**src/rtl/hv_pkg.sv**
```systemverilog
// rtl/hv_pkg.sv - shared widths and NTSC/PAL raster constants for the H/V counters
package hv_pkg;

  localparam int HV_W         = 9;
  localparam int NTSC_H_TOTAL = 341;
  localparam int NTSC_V_TOTAL = 262;
  localparam int PAL_H_TOTAL  = 341;
  localparam int PAL_V_TOTAL  = 312;
  localparam int NTSC_SKIP_H  = 339;

  function automatic logic [HV_W-1:0] hv_val(input int x);
    return x[HV_W-1:0];
  endfunction

endpackage

```
**src/rtl/hv_wrap_counter.sv**
```systemverilog
// rtl/hv_wrap_counter.sv - counter with clear, load and wrap-to-zero at LIMIT
module hv_wrap_counter
  import hv_pkg::*;
#(
  parameter int LIMIT = 1
) (
  input  logic            clk,
  input  logic            rst,
  input  logic            clr,
  input  logic            load,
  input  logic [HV_W-1:0] load_val,
  input  logic            inc,
  output logic [HV_W-1:0] value,
  output logic            wrap
);

  localparam logic [HV_W-1:0] LIM = hv_val(LIMIT);

  // Strobe only for a genuine roll-over, not when a clear or load wins.
  assign wrap = ~rst & ~clr & ~load & inc & (value == LIM);

  always_ff @(posedge clk) begin
    if (rst) begin
      value <= '0;
    end else if (clr) begin
      value <= '0;
    end else if (load) begin
      value <= load_val;
    end else if (inc) begin
      value <= (value == LIM) ? '0 : value + 1'b1;
    end
  end

endmodule

```
**src/rtl/hv_counters.sv**
```systemverilog
// rtl/hv_counters.sv - PPU H/V raster counters; HV_ODD_SKIP_EN enables odd-frame dot skip
module hv_counters
  import hv_pkg::*;
#(
  parameter int H_TOTAL = NTSC_H_TOTAL,
  parameter int V_TOTAL = NTSC_V_TOTAL,
  parameter int SKIP_H  = NTSC_SKIP_H
) (
  input  logic            PCLK,
  input  logic            RES,
  input  logic            HC,
  input  logic            VC,
  input  logic            BLNK,
  output logic [HV_W-1:0] H_out,
  output logic [HV_W-1:0] V_out,
  output logic            ODD,
  output logic            HEND,
  output logic            VEND
);

  localparam logic [HV_W-1:0] H_LAST  = hv_val(H_TOTAL - 1);
  localparam logic [HV_W-1:0] V_LAST  = hv_val(V_TOTAL - 1);
  localparam logic [HV_W-1:0] SKIP_AT = hv_val(SKIP_H - 1);
  localparam logic [HV_W-1:0] SKIP_TO = hv_val(SKIP_H + 1);
  // Skipping the final dot leaves nothing to jump to, so the skip just ends the line.
  localparam bit SKIP_ENDS_LINE = (SKIP_H + 1 >= H_TOTAL);

  logic skip_line;
  logic skip_hit;
  logic skip_jump;
  logic skip_end;
  logic h_last;
  logic v_wrap;
  logic unused_h_wrap;

`ifdef HV_ODD_SKIP_EN
  assign skip_line = (V_out == V_LAST) & ODD & ~BLNK;
`else
  logic unused_blnk;
  assign unused_blnk = BLNK;
  assign skip_line   = 1'b0;
`endif

  assign skip_hit  = skip_line & (H_out == SKIP_AT);
  assign skip_jump = skip_hit & ~SKIP_ENDS_LINE;
  assign skip_end  = skip_hit & SKIP_ENDS_LINE;
  assign h_last    = (H_out == H_LAST) | skip_end;

  assign HEND = h_last;
  assign VEND = h_last & (V_out == V_LAST);

  hv_wrap_counter #(.LIMIT(H_TOTAL - 1)) u_h (
    .clk      (PCLK),
    .rst      (RES),
    .clr      (HC | skip_end),
    .load     (skip_jump),
    .load_val (SKIP_TO),
    .inc      (1'b1),
    .value    (H_out),
    .wrap     (unused_h_wrap)
  );

  // HC is a forced end of line, so V advances on it exactly as on a natural wrap.
  hv_wrap_counter #(.LIMIT(V_TOTAL - 1)) u_v (
    .clk      (PCLK),
    .rst      (RES),
    .clr      (VC),
    .load     (1'b0),
    .load_val ('0),
    .inc      (h_last | HC),
    .value    (V_out),
    .wrap     (v_wrap)
  );

  always_ff @(posedge PCLK) begin
    if (RES) begin
      ODD <= 1'b0;
    end else if (v_wrap) begin
      ODD <= ~ODD;
    end
  end

endmodule

```
**config.mk**
```make
export PLATFORM = sky130hd
export DESIGN_NAME = hv_counters
export DESIGN_NICKNAME = d
export VERILOG_FILES = /design/src/rtl/hv_pkg.sv /design/src/rtl/hv_wrap_counter.sv /design/src/rtl/hv_counters.sv
export SDC_FILE = /design/constraint.sdc
export NUM_CORES = 1
export LEC_CHECK = 0
export BUFFER_PORTS_ARGS = -buffer_cell sky130_fd_sc_hd__buf_4
export CAP_MARGIN = 20
export CORE_MARGIN = 2
export CORE_UTILIZATION = 48
export CTS_BUF_LIST = sky130_fd_sc_hd__clkbuf_4 sky130_fd_sc_hd__clkbuf_8
export DETAILED_ROUTE_END_ITERATION = 10
export GPL_TIMING_DRIVEN = 0
export PLACE_DENSITY = 0.79
export SYNTH_ARGS = -nofsm -noshare
export SYNTH_HDL_FRONTEND = slang
export SYNTH_SLANG_ARGS = --single-unit
```
**constraint.sdc**
```tcl
create_clock -name PCLK -period 1.6 [get_ports PCLK]
set_input_delay 0.32 -clock PCLK [delete_from_list [all_inputs] [get_ports PCLK]]
set_output_delay 0.32 -clock PCLK [all_outputs]
set_load 0.05 [all_outputs]
```
# Yosys cells after proc, flatten, opt, wreduce, memory -nomap -nowiden

Cells that the tools add are included.

Flip-flop bits (word level): 19
Bits of input ports: 5
Logic and storage cells: 18

Reductions and logical operators: 2
Bitwise logic cells: 8
Add/subtract/negate cells: 2
Equal/unequal tests: 2
Multiplexer cells: 1

Operators with widths:

| operator              | count |
|---|---|
| $add A9 B1 Y9 const B | 2 |
| $eq A9 B9 Y1 const B  | 2 |
| $mux W9               | 1 |
| $and A1 B1 Y1         | 4 |
| $not A1 Y1            | 3 |
| $reduce_or A3 Y1      | 1 |
| $reduce_or A2 Y1      | 1 |
| $or A1 B1 Y1          | 1 |

# Longest topological paths before layout

Gate-level depths: netlist of run 1.

Depth in word-level cells: 4
Gate-level depth with buffers: 8
Gate-level depth less buffers: 6

# Cells and area by module

Synthesis of run 1 repeated with hierarchy kept, for this count alone.

Cell total of the unflattened synthesis: 156
Area total of the unflattened synthesis: 1,305.0 µm²

By module, submodules not included:

| module                 | area an instance (µm²) | cells an instance | sequential area each (µm²) | instances |
|---|---|---|---|---|
| hv_wrap_counter at u_v | 609.3                  | 74                | 180.2                      | 1 |
| hv_wrap_counter at u_h | 584.3                  | 68                | 180.2                      | 1 |
| hv_counters            | 111.4                  | 14                | 20.0                       | 1 |

# Least setup slack after synthesis of run 1

OpenSTA, ideal clock, no wires.

Path type: register to output
From: register u_v.value[0]
To: output port VEND
Cell stages (with the launch flop): 5
Required time: 1,280 ps
Path buffers: 0
Path slack: -1,111 ps
Data arrival time: 2,391 ps
Cells stage by stage: dfxtp_1 -> ha_1 -> nor4bb_1 -> nand2_1 -> nor3_1

Cells in the longest elaborated chain, start to end: 2

Ends and longest elaborated chain:

| element                  | RTL line              | source |
|---|---|---|
| start: declaration       | hv_wrap_counter.sv:13 | `output logic [HV_W-1:0] value,` |
| start signal: assignment | hv_wrap_counter.sv:28 | `value <= load_val;` |
| start signal: assignment | hv_wrap_counter.sv:30 | `value <= (value == LIM) ? '0 : value + 1'b1;` |
| $eq A9 B9 Y1             | hv_counters.sv:50     | `assign VEND = h_last & (V_out == V_LAST);` |
| $and A1 B1 Y1            | hv_counters.sv:50     |  |
| end: declaration         | hv_counters.sv:18     | `output logic VEND` |

Every way passes these cells.

# Final worst setup path of run 1

From: register u_v.value[1]
To: output port VEND

Same word-level chain as after synthesis.

==> results.json, run 1 <==
{
  "status": "finished with violations",
  "violations": "setup timing",
  "die_h_um": 48.1,
  "hpwl_um": 1550,
  "clock_path_buffers": 2,
  "clk_latency_ns": 0.31,
  "ys_types": 29,
  "num_rows": 15,
  "setup_viol": 11,
  "critPathLaunch": "u_v.value[1]",
  "finClkSkew_ns": 0.00334,
  "maxSlewViolCount": 0,
  "worst_slack_ns": -0.229,
  "cap_violations": 0,
  "grt_pass1_wl_um": 3550,
  "grt_pass1_vias": 793,
  "tns_ns": -0.883,
  "clock_sinks": 19,
  "synth_fa_ha_area_frac": 0.0535,
  "drt_first_iter_violations": 41,
  "fin_total_pwr_uw": 827,
  "die_area_um2": 2320,
  "place.gp.congestion": 0.762,
  "power_leakage_uw": 0.000552,
  "ys_seq_area_frac": 0.407,
  "synth_area_leader_cell": "dfxtp_1",
  "dieWidth_um": 48.1,
  "yosys_warnings": 0,
  "grt_max_degree": 12,
  "nets": 147,
  "ir_drop_mv": 0.492,
  "r2r-end": "ODD",
  "postRouteAntennaNets": 0,
  "nFillCells": 116,
  "hold_ws_ns": 0.165,
  "core_region_area_um2": 1780,
  "cp-end-kind": "output pin",
  "io_pins": 26,
  "grt_antenna_before_repair": 0,
  "start_kind": "flop",
  "num_vias": 902,
  "yosys-top-cells-area": "dfxtp_1, xor2_1, ha_1, nor2_1, a21oi_1",
  "drc": 0,
  "finalHoldViolCount": 0,
  "design_area_um2": 1390,
  "crit_end": "VEND",
  "r2r-start": "u_v.value[1]",
  "antenna_cells": 0,
  "cp_max_fo": 2,
  "critPathKind": "reg -> out",
  "clkTransAtPathRegs_ns": 0.11,
  "worstHoldPathType": "in -> reg",
  "synth_cells": 104,
  "muxShareOfSynthArea": 0,
  "dr.pass1.iters": 4,
  "worstPathArrival_ns": 1.51,
  "multi_input_area_um2": 632,
  "portBuffers": 24,
  "regArea_um2": 413,
  "synthSimpleGateAreaFrac": 0.292,
  "synth.cell_area_um2": 935,
  "cts-root-buf": "clkbuf_4",
  "required_ns": 1.28,
  "ff2ff_path_depth": 8,
  "synth_compound_area_frac": 0.133,
  "ff2ff_setup_slack_ns": -0.22,
  "p_per_area_nw_per_um2": 596,
  "cts.htree.levels": 1,
  "ys_ff_latch": 19,
  "floorplan.initialDensity": 0.524,
  "synth_top_cell_area_share": 0.407,
  "cts_tree": "done",
  "fin_crit_sh": 1.14,
  "synth_nets": 113,
  "cts_buffers": 3,
  "avgSynthCellArea_um2": 8.99,
  "worst_pin_slew_ns": 0.307,
  "period_needed_ns": 1.83,
  "overflow": 0,
  "final_layout_size_suffix_gt1_frac": 0.540,
  "synth_top_family_by_area": "simple AND/OR/NAND/NOR gates",
  "fmax_mhz": 547,
  "drt_wl_total_um": 2380,
  "synthXorXnorAreaFrac": 0.0750,
  "wl_per_cell_um": 14.7,
  "slew_headroom": 0.794,
  "rsz0062_at_grt": "true",
  "post-place-ws_ns": -0.221,
  "placed_cell_area_um2": 1210,
  "area_delta_synth_final_pct": 48.5,
  "viasPerCell": 5.57,
  "grtUsageTotal": 0.225
}
per-stage QoR:
stage,instances,util
2_1_floorplan,104,-
3_3_place_gp,153,0.676
3_5_place_dp,153,0.676
4_1_cts,161,0.759
5_1_grt,162,0.778
6_report,162,0.778
worst max-delay path: stages, from the launching register on:
cell and delay, ns:
dfxtp_4 0.37, inv_2 0.06, ha_4 0.12, nor4bb_4 0.21
nand2_2 0.13, nor3_4 0.14, buf_6 0.18
per-layer routing:
layer	global-route usage	wire length (µm)	vias to the layer above
met4	0.0973	42	0
met1	0.294	1060	431
met2	0.371	1170	27
met5	0	0	-
met3	0.0333	110	5
li1	-	-	439
what timing repair did:
| action | 4_1_cts | 5_1_grt |
|---|---|---|
| endpoints found under the setup margin | 20 | 13 |
| buffers inserted | 6 | 1 |
| cloned | 0 | 0 |
| resized for setup | 16 | 7 |
| pin swaps | 4 | 1 |
| hold buffers | 0 | 0 |
worst min-delay path by stage:
stage,startpoint,to,slack [ns],depth (start not counted)
2_1_floorplan,RES,ODD,0.39,1
3_3_place_gp,u_h.value[0],u_h.value[0],0.46,1
3_5_place_dp,u_h.value[0],u_h.value[0],0.46,1
4_1_cts,RES,ODD,0.16,2
5_1_grt,RES,ODD,0.15,2
6_report,RES,ODD,0.16,2
state kept, by name, summed over array words and instances (netlist names):
register   count
u_v.value      9
ODD            1
u_h.value      9
layout make-up:
| class | instances | area share |
|---|---|---|
| sequential | 19 | 0.298 |
| buffer | 1 | 0.0180 |
| timing repair buffer | 31 | 0.173 |
| clock inverter | 1 | 0.00361 |
| multi-input combinational | 77 | 0.455 |
| inverter | 5 | 0.0135 |
| clock buffer | 3 | 0.0162 |
| tap | 25 | 0.0225 |
cells by family (layout without fill, tap and decap cells):
kind of cell / Yosys count / after routing
AOI/OAI and AO/OA: 20 / 20
xor gates and xnor gates: 8 / 8
adders and majority gates: 4 / 4
buffers and inverters: 8 / 41
DFF: 19 / 19
and+or+nand+nor: 45 / 45
cells in the final DEF, fill, tap and decap left out, types with 3 or more instances in the layout:
cell,n
a21oi_1,4
a21oi_2,4
buf_4,29
clkbuf_4,3
dfxtp_1,3
dfxtp_2,11
dfxtp_4,5
inv_2,3
nand2_1,6
nand3_1,6
nor2_1,11
o21ai_0,4
o31ai_1,3
or3_1,4
xor2_1,6
power by group:
group          switching [µW]  internal [µW]  total [µW]
combinational            52.6           38.6        91.2
clock                     167           93.5         261
sequential               3.98            471         475
cells in the mapped netlist:
cell,n
a21oi_1,8
or3_1,4
inv_1,5
o21ai_0,4
o21ai_2,1
a21boi_0,1
xnor2_1,2
o31ai_1,4
nand4bb_4,1
or4_1,4
nor4b_1,1
o21ba_1,1
nand3b_1,1
and4_1,2
xor2_1,6
nand4_1,2
nand2b_1,1
and3_1,1
nor3_1,1
buf_6,1
ha_1,4
clkbuf_1,2
nor2_1,12
nand2_1,7
nand4b_2,1
nand3_1,6
o21bai_1,1
nor4bb_1,1
dfxtp_1,19
No activity file was read; power rests on OpenSTA's default activity.
==> run 2: changes to the inputs <==
--- a/config.mk
+++ b/config.mk
@@ -5,7 +5,7 @@
 export SDC_FILE = /design/constraint.sdc
 export NUM_CORES = 1
 export LEC_CHECK = 0
-export BUFFER_PORTS_ARGS = -buffer_cell sky130_fd_sc_hd__buf_4
+export BUFFER_PORTS_ARGS = -buffer_cell sky130_fd_sc_hd__buf_2
 export CAP_MARGIN = 20
 export CORE_MARGIN = 2
 export CORE_UTILIZATION = 48
==> run 2 against run 1 <==
Compared with the run above: the flow still finishes with violations (setup timing); worst hold slack improved by 0.019 ns; cell count stayed put; register-to-register slack better by 0.04 ns; cell area decreased by 5.2%; sequential power about the same; sequential share of layout area rose by 1.6 points; global-route usage increased by 0.77 points; first-iteration DRC count down 29%; critical endpoint unchanged.
==> results.json, run 2 (synthesized netlist as in run 1, its figures left out) <==
{
  "postRouteAntennaNets": 0,
  "worst_slack_ns": -0.241,
  "wl_per_cell_um": 14.5,
  "ff2ff_path_depth": 8,
  "cp-end-kind": "output pin",
  "required_ns": 1.28,
  "clock_path_buffers": 2,
  "nets": 147,
  "cts.htree.levels": 1,
  "drt_wl_total_um": 2340,
  "area_delta_synth_final_pct": 40.7,
  "worstHoldPathType": "in -> reg",
  "die_area_um2": 2320,
  "antenna_cells": 0,
  "floorplan.initialDensity": 0.524,
  "post-place-ws_ns": -0.226,
  "hpwl_um": 1470,
  "p_per_area_nw_per_um2": 619,
  "clkTransAtPathRegs_ns": 0.11,
  "start_kind": "flop",
  "r2r-end": "ODD",
  "grtUsageTotal": 0.233,
  "clock_sinks": 19,
  "cts_tree": "done",
  "violations": "setup timing",
  "grt_pass1_vias": 773,
  "top_usage_layer": "met2",
  "grt_antenna_before_repair": 0,
  "setup_viol": 5,
  "grt_pass1_wl_um": 3570,
  "num_rows": 15,
  "status": "finished with violations",
  "worst_pin_slew_ns": 0.371,
  "ir_drop_mv": 0.661,
  "cts-root-buf": "clkbuf_4",
  "ff2ff_setup_slack_ns": -0.18,
  "viasPerCell": 5.61,
  "drc": 0,
  "finalHoldViolCount": 0,
  "core_region_area_um2": 1780,
  "worstPathArrival_ns": 1.52,
  "hp-start": "RES",
  "dp.cells": 153,
  "num_vias": 909,
  "final_layout_size_suffix_gt1_frac": 0.489,
  "reg_top3": "u_h.value: 9 flops, u_v.value: 9 flops, ODD: 1 flops",
  "dieWidth_um": 48.1,
  "slew_headroom": 0.753,
  "min_to": "ODD",
  "hold_ws_ns": 0.184,
  "power_leakage_uw": 0.000550,
  "cap_violations": 0,
  "cp_max_fo": 2,
  "fin_crit_sh": 1.15,
  "die_h_um": 48.1,
  "place.gp.congestion": 0.762,
  "grt_max_degree": 12,
  "overflow": 0,
  "r2r-start": "u_v.value[1]",
  "rsz0062_at_grt": "true",
  "slowest_stage": "dfxtp_4",
  "met2_usage": 0.328,
  "hold_path_depth": 2,
  "grtUsageMet3": 0.0593,
  "grtUsageMet1": 0.326,
  "final_cell_mix": "buf_2, nor2_1, dfxtp_2",
  "io_pins": 26,
  "critPathLaunch": "u_v.value[1]",
  "critical_path.cell_chain": "inv_2, ha_4, nor4bb_4, nand2_2, nor3_4, buf_6",
  "finClkSkew_ns": 0.00214,
  "critPathKind": "reg -> out",
  "postCtsHoldBufs": 0,
  "max_stage_delay_ns": 0.37,
  "final_cell_count_no_fill": 162,
  "portBuffers": 24,
  "fmax_mhz": 543,
  "clk_latency_ns": 0.30,
  "maxSlewViolCount": 0,
  "cts_buffers": 3,
  "fin_total_pwr_uw": 814,
  "dr.pass1.iters": 4,
  "layout_commonest_cell": "buf_2",
  "drt_first_iter_violations": 29,
  "period_needed_ns": 1.84
}
==> run 2: power by group <==
part | switching, µW | internal, µW | total [µW]
registers | 4.87 | 471 | 476
clock network | 161 | 93.4 | 254
logic | 50.4 | 33.0 | 83.4
total | 216 | 598 | 814
==> run 2: per-stage QoR <==
stage | TNS, ns | util | cell area [µm²]
6_report | -0.512 | 0.738 | 1320
3_3_place_gp | -1.71 | 0.643 | 1150
3_5_place_dp | -2.34 | 0.643 | 1150
4_1_cts | -0.672 | 0.712 | 1270
2_1_floorplan | -0.789 | - | 995
5_1_grt | -1.22 | 0.738 | 1320
==> run 2: metal layers <==
metal  vias up  wire (µm)
met2        32       1100
met1       430       1090
met5         -          0
met4         0         53
met3         6         98
li1        441          -
==> run 2: cell type report <==
| cell class | count | area [µm²] |
|---|---|---|
| clock inverter | 1 | 5.00 |
| clock buffer | 3 | 22.5 |
| multi-input combinational | 77 | 606 |
| tap | 25 | 31.3 |
| sequential | 19 | 413 |
| fill | 125 | 468 |
| inverter | 5 | 23.8 |
| buffer | 1 | 25.0 |
| timing repair buffer | 31 | 189 |
==> run 2: how the worst max path moves through the flow <==
stage | cells past startpoint | to | slack, ns
floorplan | 3 | VEND | -0.20
global placement | 8 | u_v.value[0] | -0.17
detailed placement | 8 | u_v.value[6] | -0.23
CTS | 6 | VEND | -0.22
global route | 6 | VEND | -0.32
finish | 6 | VEND | -0.24
==> run 2: worst max-delay path: cells and delay by family, from the launching register on <==
family | cells | cell delay (ns)
flip-flops | 1 | 0.37
buffers and inverters | 2 | 0.24
AND/OR/NAND/NOR | 3 | 0.49
adder cells (fa/ha/maj) | 1 | 0.11
==> run 2: what timing repair did <==
| action | 4_1_cts | 5_1_grt |
|---|---|---|
| buffers inserted | 6 | 1 |
| gates resized for setup | 13 | 8 |
| endpoints found under the setup margin | 20 | 13 |
| pin swaps | 3 | 5 |
